File: config.mk
export PLATFORM = sky130hd
export DESIGN_NAME = alu_arbiter_flat
export DESIGN_NICKNAME = d
export VERILOG_FILES = /design/src/rtl/alu_arbiter_if.sv /design/src/rtl/alu_arbiter.sv /design/src/flat_wrapper.sv
export SDC_FILE = /design/constraint.sdc
export NUM_CORES = 1
export LEC_CHECK = 0
export BUFFER_PORTS_ARGS = -buffer_cell sky130_fd_sc_hd__buf_4
export CORE_AREA = 2 2 109 111
export DETAILED_ROUTE_END_ITERATION = 8
export DIE_AREA = 0 0 111 113
export PLACE_DENSITY = 0.8
export SYNTH_ARGS = -nofsm -noshare
export SYNTH_HDL_FRONTEND = slang
export SYNTH_SLANG_ARGS = --single-unit
File: constraint.sdc
create_clock -name clk -period 2 [get_ports clk]
set_input_delay 0.2 -clock clk [delete_from_list [all_inputs] [get_ports clk]]
set_output_delay 0.2 -clock clk [all_outputs]
set_load 0.005 [all_outputs]
File: src/rtl/alu_arbiter_if.sv
// Request/response/ALU signal bundle for alu_arbiter; the slave modport is the arbiter side.
// The master modport is the environment: both requesters, the response consumer and the ALU.
interface alu_arbiter_if #(
    parameter int WIDTH  = 32,
    parameter int CTRL_W = 4
) ();
    logic              req0_valid;
    logic              req0_ready;
    logic [WIDTH-1:0]  req0_a;
    logic [WIDTH-1:0]  req0_b;
    logic [CTRL_W-1:0] req0_ctrl;

    logic              req1_valid;
    logic              req1_ready;
    logic [WIDTH-1:0]  req1_a;
    logic [WIDTH-1:0]  req1_b;
    logic [CTRL_W-1:0] req1_ctrl;

    logic              rsp_valid;
    logic              rsp_ready;
    logic [WIDTH-1:0]  rsp_result;
    logic              rsp_zero;
    logic              rsp_id;

    logic [WIDTH-1:0]  alu_a;
    logic [WIDTH-1:0]  alu_b;
    logic [CTRL_W-1:0] alu_control;
    logic [WIDTH-1:0]  alu_result;
    logic              alu_zero;

    modport slave (
        input  req0_valid, req0_a, req0_b, req0_ctrl,
        output req0_ready,
        input  req1_valid, req1_a, req1_b, req1_ctrl,
        output req1_ready,
        output rsp_valid, rsp_result, rsp_zero, rsp_id,
        input  rsp_ready,
        output alu_a, alu_b, alu_control,
        input  alu_result, alu_zero
    );

    modport master (
        output req0_valid, req0_a, req0_b, req0_ctrl,
        input  req0_ready,
        output req1_valid, req1_a, req1_b, req1_ctrl,
        input  req1_ready,
        input  rsp_valid, rsp_result, rsp_zero, rsp_id,
        output rsp_ready,
        input  alu_a, alu_b, alu_control,
        output alu_result, alu_zero
    );
endinterface

File: src/rtl/alu_arbiter.sv
// Round-robin share of one external combinational ALU between two requesters.
// Latency: accept at edge N, rsp_valid after edge N+1; one op in flight, accepts >= 3 cycles apart.
// Backpressure: both req readys stay low from accept until the response is taken. Stats: ALU_ARB_STATS_EN.
module alu_arbiter #(
    parameter int WIDTH  = 32,
    parameter int CTRL_W = 4
`ifdef ALU_ARB_STATS_EN
    ,
    parameter int CNT_W  = 16
`endif
) (
    input  logic            clk,
    input  logic            rst_n,
    alu_arbiter_if.slave    bus
`ifdef ALU_ARB_STATS_EN
    ,
    output logic [CNT_W-1:0] gnt_cnt0,
    output logic [CNT_W-1:0] gnt_cnt1
`endif
);
    typedef enum logic [1:0] {IDLE, EXEC, RESP} state_t;

    state_t            state, state_nxt;
    logic              last_grant;
    logic              gnt;
    logic              xfer;
    logic [WIDTH-1:0]  a_q, b_q, result_q;
    logic [CTRL_W-1:0] ctrl_q;
    logic              zero_q, id_q, valid_q;

    // With both valid, the requester that did not win last time goes next.
    always_comb begin
        gnt = 1'b0;
        if (bus.req0_valid && bus.req1_valid)
            gnt = ~last_grant;
        else if (!bus.req0_valid)
            gnt = 1'b1;
    end

    // Readies are gated by rst_n so every output reads 0 while reset is held.
    assign bus.req0_ready = rst_n && (state == IDLE) && bus.req0_valid && !gnt;
    assign bus.req1_ready = rst_n && (state == IDLE) && bus.req1_valid &&  gnt;
    assign xfer = (bus.req0_valid && bus.req0_ready) || (bus.req1_valid && bus.req1_ready);

    always_comb begin
        state_nxt = state;
        case (state)
            IDLE:    if (xfer) state_nxt = EXEC;
            EXEC:    state_nxt = RESP;
            RESP:    if (bus.rsp_ready) state_nxt = IDLE;
            default: state_nxt = IDLE;
        endcase
    end

    always_ff @(posedge clk or negedge rst_n) begin
        if (!rst_n)
            state <= IDLE;
        else
            state <= state_nxt;
    end

    always_ff @(posedge clk or negedge rst_n) begin
        if (!rst_n) begin
            a_q        <= '0;
            b_q        <= '0;
            ctrl_q     <= '0;
            result_q   <= '0;
            zero_q     <= 1'b0;
            id_q       <= 1'b0;
            valid_q    <= 1'b0;
            last_grant <= 1'b1;
        end else begin
            if (state == IDLE && xfer) begin
                a_q        <= gnt ? bus.req1_a    : bus.req0_a;
                b_q        <= gnt ? bus.req1_b    : bus.req0_b;
                ctrl_q     <= gnt ? bus.req1_ctrl : bus.req0_ctrl;
                id_q       <= gnt;
                last_grant <= gnt;
            end
            if (state == EXEC) begin
                result_q <= bus.alu_result;
                zero_q   <= bus.alu_zero;
                valid_q  <= 1'b1;
            end
            if (state == RESP && bus.rsp_ready)
                valid_q <= 1'b0;
        end
    end

    assign bus.alu_a       = a_q;
    assign bus.alu_b       = b_q;
    assign bus.alu_control = ctrl_q;
    assign bus.rsp_result  = result_q;
    assign bus.rsp_zero    = zero_q;
    assign bus.rsp_id      = id_q;
    assign bus.rsp_valid   = valid_q;

`ifdef ALU_ARB_STATS_EN
    always_ff @(posedge clk or negedge rst_n) begin
        if (!rst_n) begin
            gnt_cnt0 <= '0;
            gnt_cnt1 <= '0;
        end else if (state == IDLE && xfer) begin
            if (gnt)
                gnt_cnt1 <= gnt_cnt1 + 1'b1;
            else
                gnt_cnt0 <= gnt_cnt0 + 1'b1;
        end
    end
`endif
endmodule

File: src/flat_wrapper.sv
// flat-port wrapper written by rule: the top's interface ports become plain ports
module alu_arbiter_flat 
#(
    parameter int WIDTH  = 32,
    parameter int CTRL_W = 4

)
  (clk, rst_n, bus_req0_valid, bus_req0_a, bus_req0_b, bus_req0_ctrl, bus_req0_ready, bus_req1_valid, bus_req1_a, bus_req1_b, bus_req1_ctrl, bus_req1_ready, bus_rsp_valid, bus_rsp_result, bus_rsp_zero, bus_rsp_id, bus_rsp_ready, bus_alu_a, bus_alu_b, bus_alu_control, bus_alu_result, bus_alu_zero);
  alu_arbiter_if #(.WIDTH(WIDTH), .CTRL_W(CTRL_W)) bus_i ();
  input  logic clk;
  input  logic rst_n;
  input wire logic [$bits(bus_i.req0_valid)-1:0] bus_req0_valid;
  input wire logic [$bits(bus_i.req0_a)-1:0] bus_req0_a;
  input wire logic [$bits(bus_i.req0_b)-1:0] bus_req0_b;
  input wire logic [$bits(bus_i.req0_ctrl)-1:0] bus_req0_ctrl;
  output wire logic [$bits(bus_i.req0_ready)-1:0] bus_req0_ready;
  input wire logic [$bits(bus_i.req1_valid)-1:0] bus_req1_valid;
  input wire logic [$bits(bus_i.req1_a)-1:0] bus_req1_a;
  input wire logic [$bits(bus_i.req1_b)-1:0] bus_req1_b;
  input wire logic [$bits(bus_i.req1_ctrl)-1:0] bus_req1_ctrl;
  output wire logic [$bits(bus_i.req1_ready)-1:0] bus_req1_ready;
  output wire logic [$bits(bus_i.rsp_valid)-1:0] bus_rsp_valid;
  output wire logic [$bits(bus_i.rsp_result)-1:0] bus_rsp_result;
  output wire logic [$bits(bus_i.rsp_zero)-1:0] bus_rsp_zero;
  output wire logic [$bits(bus_i.rsp_id)-1:0] bus_rsp_id;
  input wire logic [$bits(bus_i.rsp_ready)-1:0] bus_rsp_ready;
  output wire logic [$bits(bus_i.alu_a)-1:0] bus_alu_a;
  output wire logic [$bits(bus_i.alu_b)-1:0] bus_alu_b;
  output wire logic [$bits(bus_i.alu_control)-1:0] bus_alu_control;
  input wire logic [$bits(bus_i.alu_result)-1:0] bus_alu_result;
  input wire logic [$bits(bus_i.alu_zero)-1:0] bus_alu_zero;
  assign bus_i.req0_valid = bus_req0_valid;
  assign bus_i.req0_a = bus_req0_a;
  assign bus_i.req0_b = bus_req0_b;
  assign bus_i.req0_ctrl = bus_req0_ctrl;
  assign bus_req0_ready = bus_i.req0_ready;
  assign bus_i.req1_valid = bus_req1_valid;
  assign bus_i.req1_a = bus_req1_a;
  assign bus_i.req1_b = bus_req1_b;
  assign bus_i.req1_ctrl = bus_req1_ctrl;
  assign bus_req1_ready = bus_i.req1_ready;
  assign bus_rsp_valid = bus_i.rsp_valid;
  assign bus_rsp_result = bus_i.rsp_result;
  assign bus_rsp_zero = bus_i.rsp_zero;
  assign bus_rsp_id = bus_i.rsp_id;
  assign bus_i.rsp_ready = bus_rsp_ready;
  assign bus_alu_a = bus_i.alu_a;
  assign bus_alu_b = bus_i.alu_b;
  assign bus_alu_control = bus_i.alu_control;
  assign bus_i.alu_result = bus_alu_result;
  assign bus_i.alu_zero = bus_alu_zero;
  alu_arbiter #(.WIDTH(WIDTH), .CTRL_W(CTRL_W)) u_core (.clk(clk), .rst_n(rst_n), .bus(bus_i));
endmodule
======== After elaboration in Yosys (flattened, before gate mapping) ========
Cells that the tools add are included.
word-level totals
  register bits after elaboration ......... 106
  bits of input ports ..................... 174
  output and inout port bits .............. 105
operators by class
  equal/unequal tests ..................... 4
  multiplexer cells ....................... 10
  bitwise gates (word level) .............. 1
  reductions and logical operators ........ 15
operators with widths
  kind                  count
  $mux W32              2
  $logic_and A1 B1 Y1   10
  $pmux W2 S3           1
  $mux W1               4
  $mux W2               2
  $mux W4               1
  $eq A2 B1 Y1 const B  1
  $eq A2 B2 Y1 const B  1
  $logic_not A2 Y1      1
  $ne A2 B1 Y1 const B  1
  $ne A2 B2 Y1 const B  1
  $reduce_and A2 Y1     1
  $reduce_bool A2 Y1    1
  $logic_not A1 Y1      1
  $logic_or A1 B1 Y1    1
  $not A1 Y1            1

======== Depth between registers and ports, before layout ========
Gate-level depths: netlist (run 1).
  depth after elaboration ................. 8
  gate-level depth with buffers ........... 7
  gate-level depth less buffers ........... 3

======== Least setup slack after synthesis (run 1) ========
No wires, ideal clock.
  path kind ............................... flip-flop to flip-flop
  start ................................... register u_core.last_grant
  end ..................................... register u_core.b_q[12], in the netlist u_core.bus.alu_b[12]
  arrival ................................. 1.305 ns
  data required time ...................... 1.863 ns
  path slack .............................. 0.557 ns
  cell stages (with the launch flop) ...... 7
  buffers on the path ..................... 3
  cell sequence ........................... dfstp_2 -> nor2b_1 -> buf_2 -> buf_2 -> buf_2 -> o32ai_1 -> a2bb2oi_1
between the ends
  longest elaborated chain between the ends .. 7
  elaborated cells between the ends (all ways) .. 10
ends and longest elaborated chain
  element                 RTL line           text
  from (decl)             alu_arbiter.sv:24  logic last_grant;
  from (signal assigned)  alu_arbiter.sv:78  last_grant <= gnt;
  $not A1 Y1 *            alu_arbiter.sv:35  gnt = ~last_grant;
  $mux W1 *               alu_arbiter.sv:34  if (bus.req0_valid && bus.req1_valid)
  $logic_not A1 Y1        alu_arbiter.sv:41  assign bus.req0_ready = rst_n && (state == IDLE) && bus.req0_valid && !gnt;
  $logic_and A1 B1 Y1     alu_arbiter.sv:41
  $logic_and A1 B1 Y1     alu_arbiter.sv:43  assign xfer = (bus.req0_valid && bus.req0_ready) || (bus.req1_valid && bus.req1_ready);
  $logic_or A1 B1 Y1      alu_arbiter.sv:43
  $logic_and A1 B1 Y1     alu_arbiter.sv:73  if (state == IDLE && xfer) begin
  to (signal assigned)    alu_arbiter.sv:75  b_q <= gnt ? bus.req1_b : bus.req0_b;
  to (decl)               alu_arbiter.sv:27  logic [WIDTH-1:0] a_q, b_q, result_q;
Every way passes the cells marked *; elsewhere a longest branch is shown, timed or not.
A chain may end at the register's enable or synchronous reset.

======== Worst setup path after layout (run 1) ========
  start ................................... register u_core.state[1]
  end ..................................... output bus_req0_ready
between the ends
  longest elaborated chain between the ends .. 4
ends and longest elaborated chain
  element                            RTL line            text
  from (decl)                        alu_arbiter.sv:23   state_t state, state_nxt;
  from (signal assigned)             alu_arbiter.sv:59   state <= state_nxt;
  $logic_not A2 Y1                   alu_arbiter.sv:41
  $logic_and A1 B1 Y1 (3 in series)  alu_arbiter.sv:41
  to (decl)                          flat_wrapper.sv:16  output wire logic [$bits(bus_i.req0_ready)-1:0] bus_req0_ready;
No other way between the ends.

==> results.sh, run 1 <==
export IMPL_path_delay_family="simple AND/OR/NAND/NOR gates"
export IMPL_synth_cell_area_um2=4530
export IMPL_clk_pin_slew_worst_paths_ns=0.07
export IMPL_netlist_area_leader_share_pct=57.9
export IMPL_postSynthNetCount=510
export IMPL_synth_ff_latch_count=106
export IMPL_drive_gt1_share_pct=57.9
export IMPL_worst_pin_slew_ns=0.994
export IMPL_port_buffers=278
export IMPL_ant_nets=0
export IMPL_drtIter0Drc=234
export IMPL_routed_wl_um=14800
export IMPL_peakVddDrop_v=0.000805
export IMPL_htree_levels=3
export IMPL_maxSlewHeadroom_pct=33.4
export IMPL_finalHoldViolCount=10
export IMPL_cp_required_ns=1.80
export IMPL_cts_max_path_buffers=2
export IMPL_synthCells=336
export IMPL_dr_pass1_iters=4
export IMPL_busiest_layer="met2"
export IMPL_finalCriticalPeriod_ns=1.79
export IMPL_crit_buf_inv=1
export IMPL_ys_flop_type="dfrtp_1"
export IMPL_rsz0062_at_grt="false"
export IMPL_via_per_inst=5.63
export IMPL_track_usage_pct=23.2
export IMPL_status="finished, violations left"
export IMPL_cts_made_buffers=9
export IMPL_areaGrowthSynthToFinish_pct=55.7
export IMPL_worstPathCellList="nor3b_4 > nor3b_1 > buf_4"
export IMPL_p_total_uw=9480
export IMPL_cts_tree="done"
export IMPL_arrival_ns=1.59
export IMPL_routedWlPerCell_um=19.9
export IMPL_crit_type="flip-flop to output port"
export IMPL_fin_area_um2=7060
export IMPL_pwr_density_cell_nw_per_um2=1340
export IMPL_synthArstFlopShare_pct=100
export IMPL_yosysMostFrequentCell="dfrtp_1"
export IMPL_ios=279
export IMPL_hpwlAfterDp_um=10800
export IMPL_synth_top_area_cell="dfrtp_1"
export IMPL_die_h_um=113
export IMPL_grt_use_met3_pct=7.71
export IMPL_final_core_utilization_pct=62.6
export IMPL_ys_top_cells_by_area="dfrtp_1, a2bb2oi_1, o32ai_1"
export IMPL_synth_yosys_seq_area_share_pct=58.5
export IMPL_violations="negative hold slack"
export IMPL_skew_ns=0.00934
export IMPL_die_x_um=111
export IMPL_startpoint_type="flip-flop"
export IMPL_use_met2_pct=40.9
export IMPL_start_util_pct=40.2
export IMPL_cp_max_fo=7
export IMPL_clkLatencyLatePin_ns=0.34
export IMPL_setup_violations=0
export IMPL_fmax_mhz=560
export IMPL_clock_sinks=106
export IMPL_r2r_cells=4
export IMPL_drv_slew=0
export IMPL_p_leak_uw=0.00319
export IMPL_grt_max_degree=60
export IMPL_worst_path_max_delay_cell="dfrtp_1"
export IMPL_gp_congestion=0.906
export IMPL_first_global_vias=4555
export IMPL_grt_pass1_wl_um=23100
export IMPL_root_buffer="clkbuf_16"
export IMPL_dieArea_um2=12500
export IMPL_slowest_delay_ns=0.47
export IMPL_dpl_cell_area_um2=6750
export IMPL_grtUsageMet1_pct=25.1
export IMPL_route_vias_total=4175
export IMPL_num_nets_final=768
export IMPL_cap_violations=0
export IMPL_synth_edff_count=0
export IMPL_hold_path_class="input pin to async pin"
export IMPL_worst_path_stages=3
export IMPL_synthDistinctLibCells=23
export IMPL_fin_hold_ws_ns=-0.00181
export IMPL_antenna_found_initial=0
export IMPL_grt_remaining_overflow=0
export IMPL_r2r_slack_ns=0.23
export IMPL_core_um2=11300
export IMPL_ys_warn_count=0
export IMPL_setup_tns_ns=0
export IMPL_period_share_pct=89.3
export IMPL_postCtsResizedCells=0
export IMPL_avgSynthCellArea_um2=13.5
export IMPL_diodes=0
export IMPL_synth_common_cells="dfrtp_1, a2bb2oi_1, o32ai_1"
export IMPL_endpoint_kind="output port"
export IMPL_fp_row_count=39
export IMPL_route_detailed_drc=0
==> layer usage <==
layer  routed length, um  share of wire (%)  vias up
met5                   0                  0        -
li1                    -                  -     1886
met1                5470                 37     2029
met2                7520                 51      228
met3                1330                9.0       32
met4                 447                3.0        0
==> worst reg2reg max path, stage by stage, from the launching register on <==
cell and delay [ns]:
dfstp_2 0.41, nor2b_4 0.52, buf_4 0.41, o32ai_1 0.14
a2bb2oi_1 0.21
==> area by class of cell <==
cell class              count  area [um2]
inverters                   2        7.51
well taps                 143         179
clock buffers               9         225
fillers                   880        4210
flip-flops and latches    106        2650
clock inverters             7        77.6
multi-input cells         186        1700
repair buffers            289        2220
==> where the power goes <==
part,switching (uW),total (uW),internal [uW]
Combinational,1480,3900,2430
Sequential,648,3800,3160
Clock,788,1770,982
==> final timing paths <==
| check | start | endpoint |
|---|---|---|
| max in group asynchronous | rst_n | u_core.bus.alu_a[19] |
| min in group clk | bus_req0_valid | u_core.last_grant |
| min reg2reg | u_core.bus.rsp_result[30] | u_core.bus.rsp_result[30] |
| max | u_core.state[1] | bus_req0_ready |
| max reg2reg | u_core.last_grant | u_core.bus.alu_a[8] |
| min | rst_n | u_core.bus.rsp_zero |
==> registers in the layout, indices dropped and copies added (netlist names) <==
register / cells
u_core.bus.rsp_valid: 1
u_core.bus.alu_b: 32
u_core.bus.rsp_zero: 1
u_core.last_grant: 1
u_core.bus.alu_a: 32
u_core.bus.rsp_id: 1
u_core.bus.alu_control: 4
u_core.bus.rsp_result: 32
u_core.state: 2
==> logic make-up after synthesis <==
kind of cell | Yosys count | share of synthesized area [%]
flip-flops | 106 | 58.5
AND/OR/NAND/NOR | 9 | 1.38
multiplexers | 33 | 8.20
buffers and inverters | 45 | 4.66
AO/OA/AOI/OAI | 143 | 27.2
==> stage by stage <==
step,instances,setup slack [ns]
2_1_floorplan,336,0.557
3_3_place_gp,725,0.157
3_5_place_dp,725,-0.0324
4_1_cts,742,0.204
5_1_grt,742,0.0644
6_report,742,0.213
==> layout by cell type (no fill, tap or decap), types with 4 or more instances in the layout <==
| master | instances |
|---|---|
| buf_4 | 285 |
| dfrtp_1 | 105 |
| o32ai_1 | 68 |
| a2bb2oi_1 | 68 |
| mux2_2 | 33 |
| clkbuf_16 | 9 |
| a21oi_1 | 4 |
| buf_12 | 4 |
==> what timing repair did <==
item                                    CTS  global route
hold buffers                              0             0
buffers inserted                          0             0
endpoints found under the setup margin    4             0
No activity file was read; power rests on OpenSTA's default activity.
==> inputs of run 2 (changes only) <==
--- a/config.mk
+++ b/config.mk
@@ -5,11 +5,13 @@
 export SDC_FILE = /design/constraint.sdc
 export NUM_CORES = 1
 export LEC_CHECK = 0
+export ABC_AREA = 1
 export BUFFER_PORTS_ARGS = -buffer_cell sky130_fd_sc_hd__buf_4
-export CORE_AREA = 2 2 109 111
+export CORE_MARGIN = 1
+export CORE_UTILIZATION = 45
 export DETAILED_ROUTE_END_ITERATION = 8
-export DIE_AREA = 0 0 111 113
-export PLACE_DENSITY = 0.8
+export PLACE_DENSITY = 0.86
 export SYNTH_ARGS = -nofsm -noshare
 export SYNTH_HDL_FRONTEND = slang
 export SYNTH_SLANG_ARGS = --single-unit
+export TNS_END_PERCENT = 100
==> run 2 against run 1 <==
The run now ends clean. Clock-buffer cell count up 2. Clock power down 4%. First-iteration DRC count up 38%. Final area up 7.1%. Global-route usage up 3.3 points. Sequential share of layout area down 2.5 points. Non-clock buffer count up 5. Worst setup slack worse by 0.050 ns. Flip-flop and latch count unchanged. Utilization up 6.5 points. Synthesized cell count up 100%. Die area down 6.7%. Critical endpoint is now bus_req1_ready. Largest cell class unchanged.
==> results.sh, run 2 <==
export IMPL_status="finished clean"
export IMPL_drtIter0Drc=323
export IMPL_arrival_ns=1.64
export IMPL_finalHoldViolCount=0
export IMPL_maxSlewHeadroom_pct=41.7
export IMPL_crit_type="input pin to output port"
export IMPL_ys_flop_type="dfrtp_1"
export IMPL_clock_sinks=106
export IMPL_cap_violations=0
export IMPL_place_ws_ns=0.447
export IMPL_port_buffers=278
export IMPL_htree_levels=3
export IMPL_synth_yosys_seq_area_share_pct=52.3
export IMPL_cts_made_buffers=9
export IMPL_clk_pin_slew_worst_paths_ns=0.07
export IMPL_num_nets_final=1118
export IMPL_cp_startpoint="rst_n"
export IMPL_die_x_um=108
export IMPL_grt_remaining_overflow=0
export IMPL_clkLatencyLatePin_ns=0.33
export IMPL_r2r_end="u_core.bus.alu_a[12]"
export IMPL_antenna_found_initial=0
export IMPL_ios=279
export IMPL_setup_tns_ns=0
export IMPL_route_vias_total=5379
export IMPL_grt_max_degree=69
export IMPL_setup_ws_ns=0.163
export IMPL_ys_warn_count=0
export IMPL_postCtsResizedCells=0
export IMPL_hold_depth=3
export IMPL_layout_commonest_cell="nand2_1"
export IMPL_r2r_start="u_core.last_grant"
export IMPL_die_h_um=108
export IMPL_core_um2=10900
export IMPL_routedWlPerCell_um=14.3
export IMPL_drv_slew=0
export IMPL_synth_cell_area_um2=5070
export IMPL_diodes=0
export IMPL_dr_pass1_iters=4
export IMPL_cp_max_fo=38
export IMPL_synth_ff_latch_count=106
export IMPL_grt_pass1_wl_um=24300
export IMPL_dieArea_um2=11700
export IMPL_peakVddDrop_v=0.000716
export IMPL_synth_edff_count=0
export IMPL_gp_congestion=0.805
export IMPL_cts_max_path_buffers=2
export IMPL_hpwlAfterDp_um=11100
export IMPL_postSynthNetCount=862
export IMPL_avgSynthCellArea_um2=7.38
export IMPL_r2r_cells=6
export IMPL_endpoint_kind="output port"
export IMPL_mostFrequentLayoutCells="nand2_1, buf_4, nand3_1"
export IMPL_ant_nets=0
export IMPL_skew_ns=0.0108
export IMPL_synth_top_area_cell="dfrtp_1"
export IMPL_p_leak_uw=0.00443
export IMPL_instances_no_fill=1089
export IMPL_via_per_inst=4.94
export IMPL_cp_required_ns=1.80
export IMPL_synthArstFlopShare_pct=100
export IMPL_synthCells=688
export IMPL_fin_hold_ws_ns=0.0604
export IMPL_worst_pin_slew_ns=0.875
export IMPL_startpoint_type="input pin"
export IMPL_routed_wl_um=15500
export IMPL_rsz0062_at_grt="false"
export IMPL_route_detailed_drc=0
export IMPL_start_util_pct=46.4
export IMPL_hold_path_class="input pin to flip-flop"
export IMPL_endpoint="bus_req1_ready"
export IMPL_cts_tree="done"
export IMPL_period_share_pct=91.8
export IMPL_fmax_mhz=544
export IMPL_setup_violations=0
export IMPL_root_buffer="clkbuf_16"
export IMPL_r2r_slack_ns=0.48
export IMPL_yosysMostFrequentCell="nand2_1"
export IMPL_pwr_density_cell_nw_per_um2=1260
export IMPL_first_global_vias=5033
export IMPL_netlist_area_leader_share_pct=51.8
export IMPL_drive_gt1_share_pct=33.1
export IMPL_fp_row_count=38
export IMPL_synth_common_cells="nand2_1, nand3_1, dfrtp_1"
export IMPL_areaGrowthSynthToFinish_pct=48.9
export IMPL_synthDistinctLibCells=17
export IMPL_postCtsSetupBuffers=0
export IMPL_track_usage_pct=26.5
export IMPL_dp_cells=1072
export IMPL_ys_top_cells_by_area="dfrtp_1, nand2_1, nand3_1"
export IMPL_finalCriticalPeriod_ns=1.84
run 2: changes by cell type in the layout (fill, tap and decap cells not counted), sizes merged, moves of 4 or more:
| cell | delta |
|---|---|
| buf | +4 |
| o32ai | -68 |
| mux2 | -33 |
| o21ai | +4 |
| nand3 | +138 |
| a2bb2oi | -68 |
| inv | +9 |
| nand2 | +374 |
run 2: how the worst min path moves through the flow:
stage	from	slack [ns]	to
6_report	bus_alu_result[27]	0.06	u_core.bus.rsp_result[27]
5_1_grt	bus_alu_result[0]	0.05	u_core.bus.rsp_result[0]
4_1_cts	bus_alu_result[27]	0.05	u_core.bus.rsp_result[27]
3_5_place_dp	rst_n	0.31	u_core.bus.rsp_valid
3_3_place_gp	rst_n	0.29	u_core.state[0]
2_1_floorplan	rst_n	-0.1	u_core.bus.alu_a[0]
run 2: power breakdown:
group	internal, uW	total (uW)	switching [uW]
sequential	3190	3790	602
combinational	2130	4070	1940
clock	899	1700	799
run 2: final cells by class:
class | instances | area, um2
Fill cell | 932 | 3380
Sequential cell | 106 | 2650
Timing Repair Buffer | 294 | 2230
Multi-Input combinational cell | 523 | 2170
Clock buffer | 11 | 243
Tap cell | 140 | 175
Clock inverter | 5 | 42.5
Inverter | 10 | 37.5
run 2: logic make-up after synthesis:
kind of cell           synth area share (%)
AND/OR/NAND/NOR                        41.8
flip-flops                             52.3
buffers and inverters                  5.15
AO/OA/AOI/OAI                         0.715
run 2: worst max-delay path, stage by stage:
cell           delay (ns)
dlygate4sd3_1        0.56
buf_4                0.16
nand4_1              0.11
buf_4                0.38
nor2_1               0.07
buf_4                0.15
run 2: per-stage QoR:
stage	cell area (um2)	utilization [%]	total power, uW
6_report	7560	69.1	9550
5_1_grt	7560	69.1	10300
4_1_cts	7560	69.1	9660
3_5_place_dp	7260	66.4	7940
3_3_place_gp	7260	66.4	7820
2_1_floorplan	5070	-	5450
run 2: timing repair:
| action | 4_1_cts | 5_1_grt |
|---|---|---|
| hold endpoints to repair | 38 | 0 |
| setup endpoints to repair | 0 | 0 |
| hold buffers | 1 | 0 |
run 2: layer usage:
metal | GRT usage, % | vias to the layer above | share of wire (%)
met5 | 0 | - | 0
met4 | 8.81 | 0 | 1.6
met2 | 46.0 | 216 | 50
li1 | - | 2684 | -
met1 | 31.3 | 2457 | 39
met3 | 7.78 | 22 | 9.2
